[src/rtl/mips_pipe_pkg.sv]
// mips_pipe_pkg: shared widths, opcodes and helpers for the
// MIPS32 pipeline registers and hazard unit.
package mips_pipe_pkg;

    localparam int DW = 32;
    localparam int RW = 5;
    localparam int TW = 2;

    localparam logic [31:0] NOP_INSTR = 32'h0000_0000;

    localparam logic [5:0] OP_SW  = 6'b101011;
    localparam logic [5:0] OP_JAL = 6'b000011;

    // What a pipeline register does on the next edge.
    typedef enum logic [1:0] {
        ACT_LOAD   = 2'd0,
        ACT_HOLD   = 2'd1,
        ACT_BUBBLE = 2'd2
    } pipe_act_e;

    // Tnew moves one stage closer to ready, never below zero.
    function automatic logic [TW-1:0] tnew_dec(input logic [TW-1:0] t);
        logic [TW-1:0] r;
        if (t == '0) r = '0;
        else         r = t - TW'(1);
        return r;
    endfunction

    // Primary opcode field of an instruction word.
    function automatic logic [5:0] opcode_of(input logic [31:0] instr);
        return instr[31:26];
    endfunction

endpackage

[src/rtl/em_pipe_reg_perf_counter.sv]
// perf_counter: free-running event counter with enable,
// wraps at 2^W, async active-low clear.
module perf_counter #(
    parameter int W = 32
) (
    input  logic         clk,
    input  logic         reset_n,
    input  logic         en,
    output logic [W-1:0] cnt
);

    // Count one event per enabled edge; wrap naturally.
    always_ff @(posedge clk or negedge reset_n) begin
        if (!reset_n)
            cnt <= '0;
        else if (en)
            cnt <= cnt + W'(1);
    end

endmodule

[src/rtl/em_pipe_reg.sv]
// em_pipe_reg: E->M pipeline register of the 5-stage MIPS32 core.
// Optional event counters are built when EM_PERF_CNT_EN is defined.
module em_pipe_reg #(
    parameter int DW = mips_pipe_pkg::DW,
    parameter int RW = mips_pipe_pkg::RW,
    parameter int TW = mips_pipe_pkg::TW
) (
    input  logic          clk,
    input  logic          reset_n,
    input  logic          stall,
    input  logic          flush,
    input  logic          valid_E,
    input  logic [DW-1:0] instr_E,
    input  logic [DW-1:0] pc_E,
    input  logic [DW-1:0] alu_out_E,
    input  logic [DW-1:0] rt_data_E,
    input  logic [RW-1:0] a3_E,
    input  logic [TW-1:0] tnew_E,
    output logic [DW-1:0] instr_M,
    output logic [DW-1:0] pc_M,
    output logic [DW-1:0] pc8_M,
    output logic [DW-1:0] alu_out_M,
    output logic [DW-1:0] rt_data_M,
    output logic [RW-1:0] a3_M,
    output logic [TW-1:0] tnew_M,
    output logic          valid_M
`ifdef EM_PERF_CNT_EN
    ,
    output logic [31:0]   bubble_cnt_M,
    output logic [31:0]   stall_cnt_M,
    output logic [31:0]   store_cnt_M
`endif
);

    import mips_pipe_pkg::*;

    pipe_act_e act;

    // Resolve flush > stall > load; an empty E slot becomes a bubble.
    always_comb begin
        act = ACT_BUBBLE;
        unique case (1'b1)
            flush:                      act = ACT_BUBBLE;
            !flush && stall:            act = ACT_HOLD;
            !flush && !stall && valid_E: act = ACT_LOAD;
            default:                    act = ACT_BUBBLE;
        endcase
    end

    // M-stage state: capture, hold, or clear to a NOP bubble.
    always_ff @(posedge clk or negedge reset_n) begin
        if (!reset_n) begin
            instr_M   <= DW'(NOP_INSTR);
            pc_M      <= '0;
            alu_out_M <= '0;
            rt_data_M <= '0;
            a3_M      <= '0;
            tnew_M    <= '0;
            valid_M   <= 1'b0;
        end else begin
            unique case (act)
                ACT_LOAD: begin
                    instr_M   <= instr_E;
                    pc_M      <= pc_E;
                    alu_out_M <= alu_out_E;
                    rt_data_M <= rt_data_E;
                    a3_M      <= a3_E;
                    tnew_M    <= tnew_dec(tnew_E);
                    valid_M   <= 1'b1;
                end
                ACT_HOLD: begin
                    instr_M   <= instr_M;
                    pc_M      <= pc_M;
                    alu_out_M <= alu_out_M;
                    rt_data_M <= rt_data_M;
                    a3_M      <= a3_M;
                    tnew_M    <= tnew_M;
                    valid_M   <= valid_M;
                end
                default: begin
                    instr_M   <= DW'(NOP_INSTR);
                    pc_M      <= '0;
                    alu_out_M <= '0;
                    rt_data_M <= '0;
                    a3_M      <= '0;
                    tnew_M    <= '0;
                    valid_M   <= 1'b0;
                end
            endcase
        end
    end

    // Link address for jal/jalr; wraps modulo 2^DW.
    assign pc8_M = pc_M + DW'(8);

`ifdef EM_PERF_CNT_EN
    logic bubble_en;
    logic stall_en;
    logic store_en;

    // Event strobes for the counters, one per edge at most.
    always_comb begin
        bubble_en = (act == ACT_BUBBLE);
        stall_en  = (act == ACT_HOLD);
        store_en  = (act == ACT_LOAD) &&
                    (opcode_of(32'(instr_E)) == OP_SW);
    end

    perf_counter #(.W(32)) u_bubble_cnt (
        .clk     (clk),
        .reset_n (reset_n),
        .en      (bubble_en),
        .cnt     (bubble_cnt_M)
    );

    perf_counter #(.W(32)) u_stall_cnt (
        .clk     (clk),
        .reset_n (reset_n),
        .en      (stall_en),
        .cnt     (stall_cnt_M)
    );

    perf_counter #(.W(32)) u_store_cnt (
        .clk     (clk),
        .reset_n (reset_n),
        .en      (store_en),
        .cnt     (store_cnt_M)
    );
`endif

endmodule

[config.mk]
export PLATFORM = sky130hd
export DESIGN_NAME = em_pipe_reg
export DESIGN_NICKNAME = d
export VERILOG_FILES = /design/src/rtl/mips_pipe_pkg.sv /design/src/rtl/em_pipe_reg_perf_counter.sv /design/src/rtl/em_pipe_reg.sv
export SDC_FILE = /design/constraint.sdc
export NUM_CORES = 1
export LEC_CHECK = 0
export CORE_MARGIN = 1
export CORE_UTILIZATION = 38
export DETAILED_ROUTE_END_ITERATION = 8
export GPL_ROUTABILITY_DRIVEN = 0
export PLACE_DENSITY = 0.8
export SYNTH_ARGS = -nofsm -noshare
export SYNTH_HDL_FRONTEND = slang
export SYNTH_HIERARCHICAL = 1
export SYNTH_SLANG_ARGS = --single-unit
[constraint.sdc]
create_clock -name clk -period 1.95 [get_ports clk]
set_input_delay 0.39 -clock clk [delete_from_list [all_inputs] [get_ports clk]]
set_output_delay 0.39 -clock clk [all_outputs]
set_load 0.03 [all_outputs]
Yosys cells after proc, flatten, opt, wreduce, memory -nomap -nowiden
Cells that the tools add are included.
{"block": "op_classes", "n_addsub": 2, "n_eq_ne": 1, "muxes": 9, "n_reduce_logical": 7}
{"op": "case mux 32 bit (2 select lines)", "count": 4}
{"op": "adder 32 x 4 -> 32 bit, second input constant", "count": 1}
{"op": "case mux 5 bit (2 select lines)", "count": 1}
{"op": "case mux 2 bit (2 select lines)", "count": 2}
{"op": "zero test 2 bit", "count": 2}
{"op": "logical AND 1 bit", "count": 3}
{"op": "equality test 2 x 1 -> 1 bit, second input constant", "count": 1}
{"op": "zero test 1 bit", "count": 2}
{"op": "two-way mux 2 bit", "count": 1}
{"op": "case mux 1 bit (2 select lines)", "count": 1}
{"op": "subtractor 2 x 1 -> 2 bit, second input constant", "count": 1}
{"block": "totals", "reg_bits": 136, "in_bits": 140, "out_inout_bits": 168, "wordCells": 26}

Depth between registers and ports, before layout
Gate-level depths: netlist of the first run.
{"block": "depth", "word_depth": 6, "mapped_depth": 6, "ltp_nobuf": 5}

Worst setup path after synthesis of the first run
No wires, ideal clock.
{"block": "synth_timing", "path_type": "register -> output", "startpoint": "register pc_M[3]", "endpoint": "output pc8_M[15]", "arrival_ns": 1.923, "t_required_ns": 1.560, "path_slack_ns": -0.363, "path_stages_with_launch": 6, "n_path_buf": 0, "path_cell_list": "dfrtp_1 ha_1 nand4_2 nor3_2 and3_1 xor2_1"}
{"block": "synth_via", "elab_chain_len": 1}
{"element": "start: declaration", "line_no": "em_pipe_reg.sv:20", "rtl": "output logic [DW-1:0] pc_M,"}
{"element": "start signal: assignment", "line_no": "em_pipe_reg.sv:64", "rtl": "pc_M <= pc_E;"}
{"element": "start signal: assignment", "line_no": "em_pipe_reg.sv:73", "rtl": "pc_M <= pc_M;"}
{"element": "adder 32 x 4 -> 32 bit", "line_no": "em_pipe_reg.sv:94", "rtl": "assign pc8_M = pc_M + DW'(8);"}
{"element": "end: declaration", "line_no": "em_pipe_reg.sv:21", "rtl": "output logic [DW-1:0] pc8_M,"}
No other way between the ends.

Worst setup path after layout of the first run
{"block": "layout_timing", "startpoint": "register pc_M[3]", "endpoint": "output pc8_M[19]"}
The elaborated chain is that of the path after synthesis.

==> reports/metrics.csv, run 1 <==
metric;value;unit
antenna violations before repair;0;
die area;14800;sq um
Worst-Skew Late Latency;0.40;ns
via count of the routed design;4824;
Final Skew;0;ns
number of diodes;0;
P_leak;4.74;nW
synth unique cells;30;
number of synthesis warnings;6;
most frequent cells in the layout;251 x clkdlybuf4s50_1, 133 x a22o_1, 114 x dfrtp_1, 53 x buf_4, 27 x dlygate4sd2_1;
pre-CTS setup slack;-0.0805;ns
FF/Latch Area;3430;sq um
DRT Pass-1 Iters;4;
I/O pin count;308;
drt drc;0;
Layout area overhead;87.2;%
worst-case clock buffer depth;2;
synth top area cells;dfrtp_1 63%, a22o_1 21%, xnor2_1 3.1%;
hold crit path type;register to register;
critical path required time;1.56;ns
critical path arrival;1.92;ns
max-slew violations;0;
count of input and output buffers;307;
final hold viol count;0;
Cell Area, Synth;5420;sq um
met1 global-route usage;0.295;
Worst Hold Path EP;valid_M;
fraction of the yosys area taken by sequential cells;0.627;
Sw Share;0.248;
fmax;0.433;GHz
via-per-instance ratio;5.19;
Post-Syn Nets;530;
Comb pwr share;0.161;
failing checks;negative setup slack;
FF-to-FF Start;pc_M[9];
area of the multi-input gates;2290;sq um
Initial Utilization;0.391;
vias in the first global route;5005;
Max FO, Critical Path;4;
Initial DRC Count;254;
Sw Pwr;1.87;mW
ys async rst share;1.00;
post-detail-place hpwl;12.9;mm
hold depth;1;
core area;13900;sq um
pin count of the biggest net entering global routing;73;
Startpoint Class;register;
CTS buffer count;17;
GR Util met3;0.0550;
commonest non-fill, non-tap cell in the layout;clkdlybuf4s50_1;
# H-tree levels;4;
Clk network pwr share;0.438;
Tcrit/Tclk final;1.19;
WL/cell;19.4;um
Worst Reg-to-Reg Cells;2;
setup slack after layout;-0.362;ns
hold path start;valid_M;
Total GRT Usage;0.242;
ratio of cells with drive above 1 in the final layout;0.255;
DIE HEIGHT;121;um
share of the synthesized area in the top cell type;0.627;
outcome;finished, violations left;
number of max-cap violations;0;
Antenna Violating Nets Remaining;0;
count of state elements after synthesis;136;
min cycle time layout;2.31;ns
CTS tree;built;
cells after synthesis;389;
final WL;18.0;mm
total gr overflow;0;
clk sink count;136;
Design Power;7.53;mW
RSZ-0062 raised after global routing;true;
worst vdd ir;0.500;mV
filler cell count;901;
Worst-Margin Slew;0.499;ns
Synth area leader;dfrtp_1;
relative slew slack;0.667;
Total Nets Final;879;
register clock-pin slew on the reported worst setup and hold paths;0.06;ns
final setup violation count;24;
# rows;43;
Primary FF master, synth;dfrtp_1;
Sequential Power Share;0.400;
grt peak-use layer;met2;
CTS root buf;clkbuf_16;
Avg Synthesized Cell Area;13.9;sq um
FF-to-FF End;pc_M[9];
first-pass GRT wire length;27.1;mm
worst setup path category;register to primary output;
Crit. End Element;primary output;
routing usage on met2;0.418;
pwr dens;742;nW/um^2
Die X-Extent;121;um
Int Power;5.66;mW
worst reg-to-reg setup slack;0.99;ns
Post-synth EDFFs;0;
power by group through the flow:
stage	combinational [mW]	clock [mW]	sequential, mW
6_report	1.22	3.30	3.02
5_1_grt	1.28	3.48	3.03
4_1_cts	1.22	3.37	3.01
3_5_place_dp	1.21	0	3.06
3_3_place_gp	1.19	0	3.06
2_1_floorplan	0.261	0	3.28
metrics by stage:
stage	utilization	area, sq um	TNS [ns]	instances	hold slack (ns)
global route	0.732	10200	-8.30	930	0.495
CTS	0.726	10100	-5.91	929	0.477
finish	0.732	10200	-6.26	930	0.474
detailed placement	0.667	9250	-0.0805	882	0.364
floorplan	-	5760	-0.0661	389	0.0944
global placement	0.667	9250	-0.0243	882	0.357
synth_stat cells (2+ instances only):
master and instances:
a22o_1 133, and3_1 3, buf_1 2, buf_2 12
buf_4 3, clkbuf_1 16, dfrtp_1 136, inv_1 3
nand2_1 10, nand3_1 6, nand3_2 8, nand4_1 6
nand4_2 3, nor2_1 5, nor3_4 4, xnor2_1 19
xnor2_2 2, xor2_1 6
state kept, by name (all words and copies together), names as in the netlist:
name       cells
tnew_M         2
pc_M          32
alu_out_M     32
instr_M       32
rt_data_M     32
valid_M        1
a3_M           5
cell type report:
cell class	count	area share
sequential	136	0.338
timing repair buffer	364	0.353
inverter	3	0.00111
multi-input combinational	216	0.225
tap	180	0.0222
clock buffer	21	0.0463
clock inverter	10	0.0142
worst max path at each step:
| stage | slack, ns | end | startpoint |
|---|---|---|---|
| 4_1_cts | -0.34 | pc8_M[29] | pc_M[3] |
| 3_5_place_dp | -0.08 | pc8_M[23] | pc_M[4] |
| 3_3_place_gp | -0.02 | pc8_M[23] | pc_M[4] |
| 2_1_floorplan | -0.03 | pc8_M[23] | pc_M[3] |
| 6_report | -0.36 | pc8_M[19] | pc_M[3] |
| 5_1_grt | -0.45 | pc8_M[26] | pc_M[7] |
layer usage:
layer / share of wire / vias to the layer above
li1: - / 2176
met1: 0.40 / 2391
met2: 0.52 / 239
met3: 0.075 / 18
met4: 0.012 / 0
met5: 0 / -
worst max-delay path: stages, from the launching register on:
cell and delay, ns:
dfrtp_2 0.41, ha_4 0.16, nand4_4 0.13, buf_4 0.19
nor2_4 0.15, buf_4 0.15, nand2_4 0.06, xnor2_4 0.13
buf_6 0.14
kinds of logic (layout without fill, tap and decap cells):
family                     after synthesis  in the layout  synth area share
AOI/OAI and AO/OA                      136            136             0.219
buffers and inverters                   37            398            0.0318
adders and majority gates                1              1           0.00231
xor gates and xnor gates                27             27            0.0464
DFF                                    136            136             0.627
and+or+nand+nor                         52             52            0.0731
timing repair:
item	CTS	global route
cloned	0	0
resized for setup	73	18
pin swaps	17	12
setup endpoints to repair	52	27
hold buffers	1	0
endpoints found under the hold margin	43	0
setup buffers	15	4
(Power assumes the default switching activity.)
==> run 2: changes to the inputs <==
Settings changed: MAX_ROUTING_LAYER from default to met4.
==> run 2 against run 1 <==
  * The run still ends with negative setup slack left
  * Combinational power hardly changed
  * Critical path depth stayed put
  * Clock skew stayed put
  * Hold slack worse by 0.0011 ns
  * Worst setup slack worse by 0.0010 ns
  * Final cell count stayed put
  * Utilization stayed put
  * Largest cell class unchanged
  * Highest routed layer unchanged
==> reports/metrics.csv, run 2 (synthesis results as in run 1) <==
metric;value;unit;change
outcome;finished, violations left;;
failing checks;negative setup slack;;
CTS buffer count;17;;unchanged
CP cell instances;ha_4 > nand4_4 > buf_4 > nor2_4 > buf_4 > nand2_4 > xnor2_4 > buf_6;;
min cycle time layout;2.31;ns;+0.00102 ns
final setup violation count;24;;unchanged
CP max stage delay;0.41;ns;about the same
max-slew violations;0;;unchanged
slowest CP cell;dfrtp_2;;
vias in the first global route;5007;;+0.040%
post-detail-place hpwl;12.9;mm;unchanged
relative slew slack;0.673;;+0.00521
Layout area overhead;87.2;%;unchanged
via count of the routed design;4841;;+0.35%
worst vdd ir;0.499;mV;-0.30%
filler cell count;901;;unchanged
via-per-instance ratio;5.21;;+0.35%
critical path arrival;1.92;ns;about the same
count of input and output buffers;307;;unchanged
worst-case clock buffer depth;2;;unchanged
DRT Pass-1 Iters;4;;unchanged
Final Skew;0;ns;unchanged
Worst Reg-to-Reg Cells;2;;unchanged
Crit. End Element;primary output;;
Crit path top cell by count;buf_4;;
Total GRT Usage;0.249;;+0.00767
register clock-pin slew on the reported worst setup and hold paths;0.06;ns;about the same
final hold viol count;0;;unchanged
worst setup path category;register to primary output;;
first-pass GRT wire length;27.1;mm;about the same
ratio of cells with drive above 1 in the final layout;0.255;;unchanged
Design Power;7.54;mW;about the same
# H-tree levels;4;;unchanged
area of the multi-input gates;2290;sq um;unchanged
cell depth of the worst setup path;8;;unchanged
FF-to-FF End;pc_M[9];;
Tcrit/Tclk final;1.19;;about the same
non-filler cells, final;930;;unchanged
number of diodes;0;;unchanged
number of max-cap violations;0;;unchanged
Critical path origin;pc_M[3];;
DIE HEIGHT;121;um;unchanged
clk sink count;136;;unchanged
worst reg-to-reg setup slack;0.99;ns;about the same
WL/cell;19.3;um;-0.19%
pin count of the biggest net entering global routing;73;;unchanged
setup slack after layout;-0.363;ns;-0.00102 ns
Startpoint Class;register;;
core area;13900;sq um;unchanged
Total Nets Final;879;;unchanged
critical path required time;1.56;ns;about the same
Antenna Violating Nets Remaining;0;;unchanged
placed insts;882;;unchanged
most frequent cells in the layout;251 x clkdlybuf4s50_1, 133 x a22o_1, 114 x dfrtp_1, 53 x buf_4, 27 x dlygate4sd2_1;;
Worst-Skew Late Latency;0.39;ns;about the same
RSZ-0062 raised after global routing;true;;
drt drc;0;;unchanged
Max FO, Critical Path;4;;unchanged
final WL;18.0;mm;-0.19%
FF-to-FF Start;pc_M[9];;
antenna violations before repair;0;;unchanged
CTS root buf;clkbuf_16;;
# rows;43;;unchanged
total gr overflow;0;;unchanged
Worst-Margin Slew;0.491;ns;-0.00781 ns
pwr dens;742;nW/um^2;about the same
die area;14800;sq um;unchanged
CTS tree;built;;
Crit path max-delay family;buffers and inverters;;
Crit path buffers/inverters;3;;unchanged
FF/Latch Area;3430;sq um;unchanged
P_leak;4.74;nW;unchanged
Die X-Extent;121;um;unchanged
Initial Utilization;0.391;;unchanged
hold crit path type;register to register;;
commonest non-fill, non-tap cell in the layout;clkdlybuf4s50_1;;
Critical Path End;pc8_M[19];;
I/O pin count;308;;unchanged
Initial DRC Count;308;;+21%
fmax;0.432;GHz;about the same
run 2: cell counts in the layout (fill, tap and decap cells not counted):
No cell type changed its count.
run 2: worst register-to-register path, delay by kind of cell, from the launching register on:
kind                   cells  cell delay (ns)
AOI/OAI and AO/OA          1             0.21
DFF                        1             0.46
buffers and inverters      1             0.17
run 2: how the worst min path moves through the flow:
stage | from | depth (start not counted) | slack [ns] | endpoint
4_1_cts | valid_M | 1 | 0.48 | valid_M
5_1_grt | valid_M | 1 | 0.49 | valid_M
2_1_floorplan | reset_n | 0 | 0.09 | a3_M[0]
3_3_place_gp | reset_n | 1 | 0.36 | alu_out_M[31]
3_5_place_dp | reset_n | 1 | 0.36 | alu_out_M[31]
6_report | valid_M | 1 | 0.47 | valid_M
run 2: stage by stage:
stage / instance area [sq um] / setup TNS [ns] / hold slack (ns) / setup WS, ns / util
global route: 10200 / -8.34 / 0.495 / -0.439 / 0.732
floorplan: 5760 / -0.0661 / 0.0944 / -0.0285 / -
finish: 10200 / -6.32 / 0.473 / -0.363 / 0.732
CTS: 10100 / -5.91 / 0.477 / -0.344 / 0.726
detailed placement: 9250 / -0.0805 / 0.364 / -0.0805 / 0.667
global placement: 9250 / -0.0243 / 0.357 / -0.0243 / 0.667
run 2: layout make-up:
cell class,count,share of cell area
Multi-Input combinational cell,216,0.225
Sequential cell,136,0.338
Tap cell,180,0.0222
Timing Repair Buffer,364,0.353
Clock buffer,21,0.0463
Clock inverter,10,0.0142
Inverter,3,0.00111
run 2: metal layers:
layer  wire length (um)  GRT usage
met1               7300      0.303
met2               9220      0.417
met3               1150     0.0461
met4                320     0.0841
met5                  0          -
run 2: timing repair:
item | CTS | global route
hold buffers | 1 | 0
endpoints found under the hold margin | 43 | 0
setup buffers | 15 | 4
setup endpoints to repair | 52 | 27
pin swaps | 17 | 12
gates resized for setup | 73 | 18
run 2: report_power, final:
part | internal (mW) | switching (mW) | total [mW]
Combinational | 0.616 | 0.599 | 1.22
Clock | 2.12 | 1.19 | 3.31
Sequential | 2.93 | 0.0835 | 3.02
==> run 3: changes to the inputs <==
Settings changed: PLACE_DENSITY 0.8 to 0.86.
==> run 3 against run 2 <==
  * The flow still finishes with violations (negative setup slack)
  * Non-clock buffer count is 2 higher
  * Critical endpoint is now pc8_M[29]
  * Clock power hardly changed
  * Largest cell class unchanged
  * Critical path depth decreased by 2
  * Final cell count is 0.32% higher
  * Worst setup slack got worse by 0.029 ns
  * Cell area grew 0.62%
  * Total power is 0.58% higher
  * Largest power group unchanged
  * Die area did not move
  * Register-to-register slack worse by 0.06 ns
  * Hold slack got worse by 0.036 ns
  * Routed wire length up 3.5%
  * Combinational power about the same
==> reports/metrics.csv, run 3 (synthesis results as in run 1) <==
metric;value;unit;change
outcome;finished, violations left;;
failing checks;negative setup slack;;
via-per-instance ratio;5.34;;+2.6%
final hold viol count;0;;unchanged
RSZ-0062 raised after global routing;true;;
critical path arrival;1.95;ns;+0.03 ns
setup slack after layout;-0.392;ns;-0.0293 ns
Worst-Margin Slew;0.402;ns;-0.0890 ns
pwr dens;742;nW/um^2;about the same
Total GRT Usage;0.265;;+0.0156
pin count of the biggest net entering global routing;66;;-9.6%
Initial DRC Count;276;;-10%
filler cell count;847;;-6.0%
max-slew violations;0;;unchanged
FF-to-FF End;pc_M[4];;
hold crit path type;primary input to asynchronous set/reset pin;;
fmax;0.427;GHz;-1.3%
Total Nets Final;881;;+0.23%
die area;14800;sq um;unchanged
Layout area overhead;88.4;%;
I/O pin count;308;;unchanged
clk sink count;136;;unchanged
CTS root buf;clkbuf_16;;
# H-tree levels;4;;unchanged
# rows;43;;unchanged
dpl cell area;9280;sq um;+0.24%
Worst Reg-to-Reg Cells;3;;+1
total gr overflow;0;;unchanged
count of input and output buffers;307;;unchanged
worst setup path category;register to primary output;;
antenna violations before repair;0;;unchanged
Design Area, Final;10200;sq um;+0.62%
vias in the first global route;5289;;+5.6%
commonest non-fill, non-tap cell in the layout;clkdlybuf4s50_1;;
worst-case clock buffer depth;2;;unchanged
post-detail-place hpwl;13.2;mm;+2.3%
Final Skew;0;ns;unchanged
most frequent cells in the layout;251 x clkdlybuf4s50_1, 133 x a22o_1, 115 x dfrtp_1, 50 x buf_4, 28 x buf_6;;
P_leak;4.81;nW;+1.6%
DIE HEIGHT;121;um;unchanged
Startpoint Class;register;;
Worst-Skew Late Latency;0.42;ns;+0.03 ns
Tcrit/Tclk final;1.20;;+0.0150
DRT Pass-1 Iters;7;;+3
relative slew slack;0.732;;+0.0593
number of diodes;0;;unchanged
CTS tree;built;;
register clock-pin slew on the reported worst setup and hold paths;0.06;ns;about the same
number of max-cap violations;0;;unchanged
Initial Utilization;0.391;;unchanged
CTS buffer count;17;;unchanged
Crit. End Element;primary output;;
ratio of cells with drive above 1 in the final layout;0.258;;+0.00297
final WL;18.6;mm;+3.5%
drt drc;0;;unchanged
placed insts;885;;+0.34%
critical path required time;1.56;ns;about the same
Fin Setup TNS;-7.02;ns;-0.708 ns
first-pass GRT wire length;28.3;mm;+4.5%
FF-to-FF Start;pc_M[4];;
Die X-Extent;121;um;unchanged
WL/cell;20.0;um;+3.2%
final setup violation count;23;;-4.2%
via count of the routed design;4984;;+3.0%
worst reg-to-reg setup slack;0.93;ns;-0.06 ns
Max FO, Critical Path;7;;+3
worst vdd ir;0.499;mV;about the same
Antenna Violating Nets Remaining;0;;unchanged
non-filler cells, final;933;;+0.32%
core area;13900;sq um;unchanged
min cycle time layout;2.34;ns;+0.0293 ns
## run 3: changes by cell type in the layout (fill, tap and decap cells not counted), sizes merged
| cell | change |
|---|---|
| clkbuf | -1 |
| buf | +3 |
| clkinvlp | -1 |
| dlygate4sd2 | -1 |
| inv | +3 |
## run 3: timing repair
item / CTS / global route
endpoints found under the hold margin: 39 / 0
pin swaps: 20 / 14
hold buffers: 1 / 0
endpoints found under the setup margin: 53 / 27
resized for setup: 92 / 12
setup buffers: 13 / 2
## run 3: worst max-delay path, cell delays in order, from the launching register on
cell and delay (ns):
dfrtp_2 0.39, nand4_4 0.13, nor3_4 0.36, buf_12 0.18, nand4_1 0.15, xnor2_2 0.18
buf_6 0.15
## run 3: through the flow
| stage | power [mW] | setup slack (ns) | utilization | hold slack [ns] |
|---|---|---|---|---|
| 3_5_place_dp | 4.28 | -0.0664 | 0.668 | 0.328 |
| 3_3_place_gp | 4.25 | -0.0120 | 0.668 | 0.325 |
| 6_report | 7.58 | -0.392 | 0.736 | 0.437 |
| 4_1_cts | 7.63 | -0.403 | 0.732 | 0.438 |
| 5_1_grt | 7.83 | -0.465 | 0.736 | 0.470 |
| 2_1_floorplan | 3.55 | -0.0285 | - | 0.0944 |
## run 3: routing by layer
metal,track usage,part of all wire
met5,-,0
met3,0.0484,0.053
met1,0.305,0.38
met4,0.158,0.048
met2,0.431,0.52
## run 3: worst max path at each step
| stage | slack [ns] | start | endpoint |
|---|---|---|---|
| after floorplan | -0.03 | pc_M[3] | pc8_M[23] |
| after global placement | -0.01 | pc_M[4] | pc8_M[23] |
| after detailed placement | -0.07 | pc_M[4] | pc8_M[23] |
| after CTS | -0.40 | pc_M[11] | pc8_M[29] |
| after global routing | -0.47 | pc_M[11] | pc8_M[23] |
| final | -0.39 | pc_M[11] | pc8_M[29] |
## run 3: area by class of cell
class                      instances  area, sq um  area share
timing repair buffer             366         3620       0.355
sequential                       136         3430       0.336
multi-input combinational        216         2310       0.226
clock buffer                      20          457      0.0447
tap                              180          225      0.0220
clock inverter                    12          163      0.0159
inverter                           3         11.3     0.00110
## run 3: report_power, final
part / internal (mW) / switching [mW] / total (mW)
clock: 2.10 / 1.24 / 3.33
sequential: 2.93 / 0.0840 / 3.02
combinational: 0.623 / 0.610 / 1.23
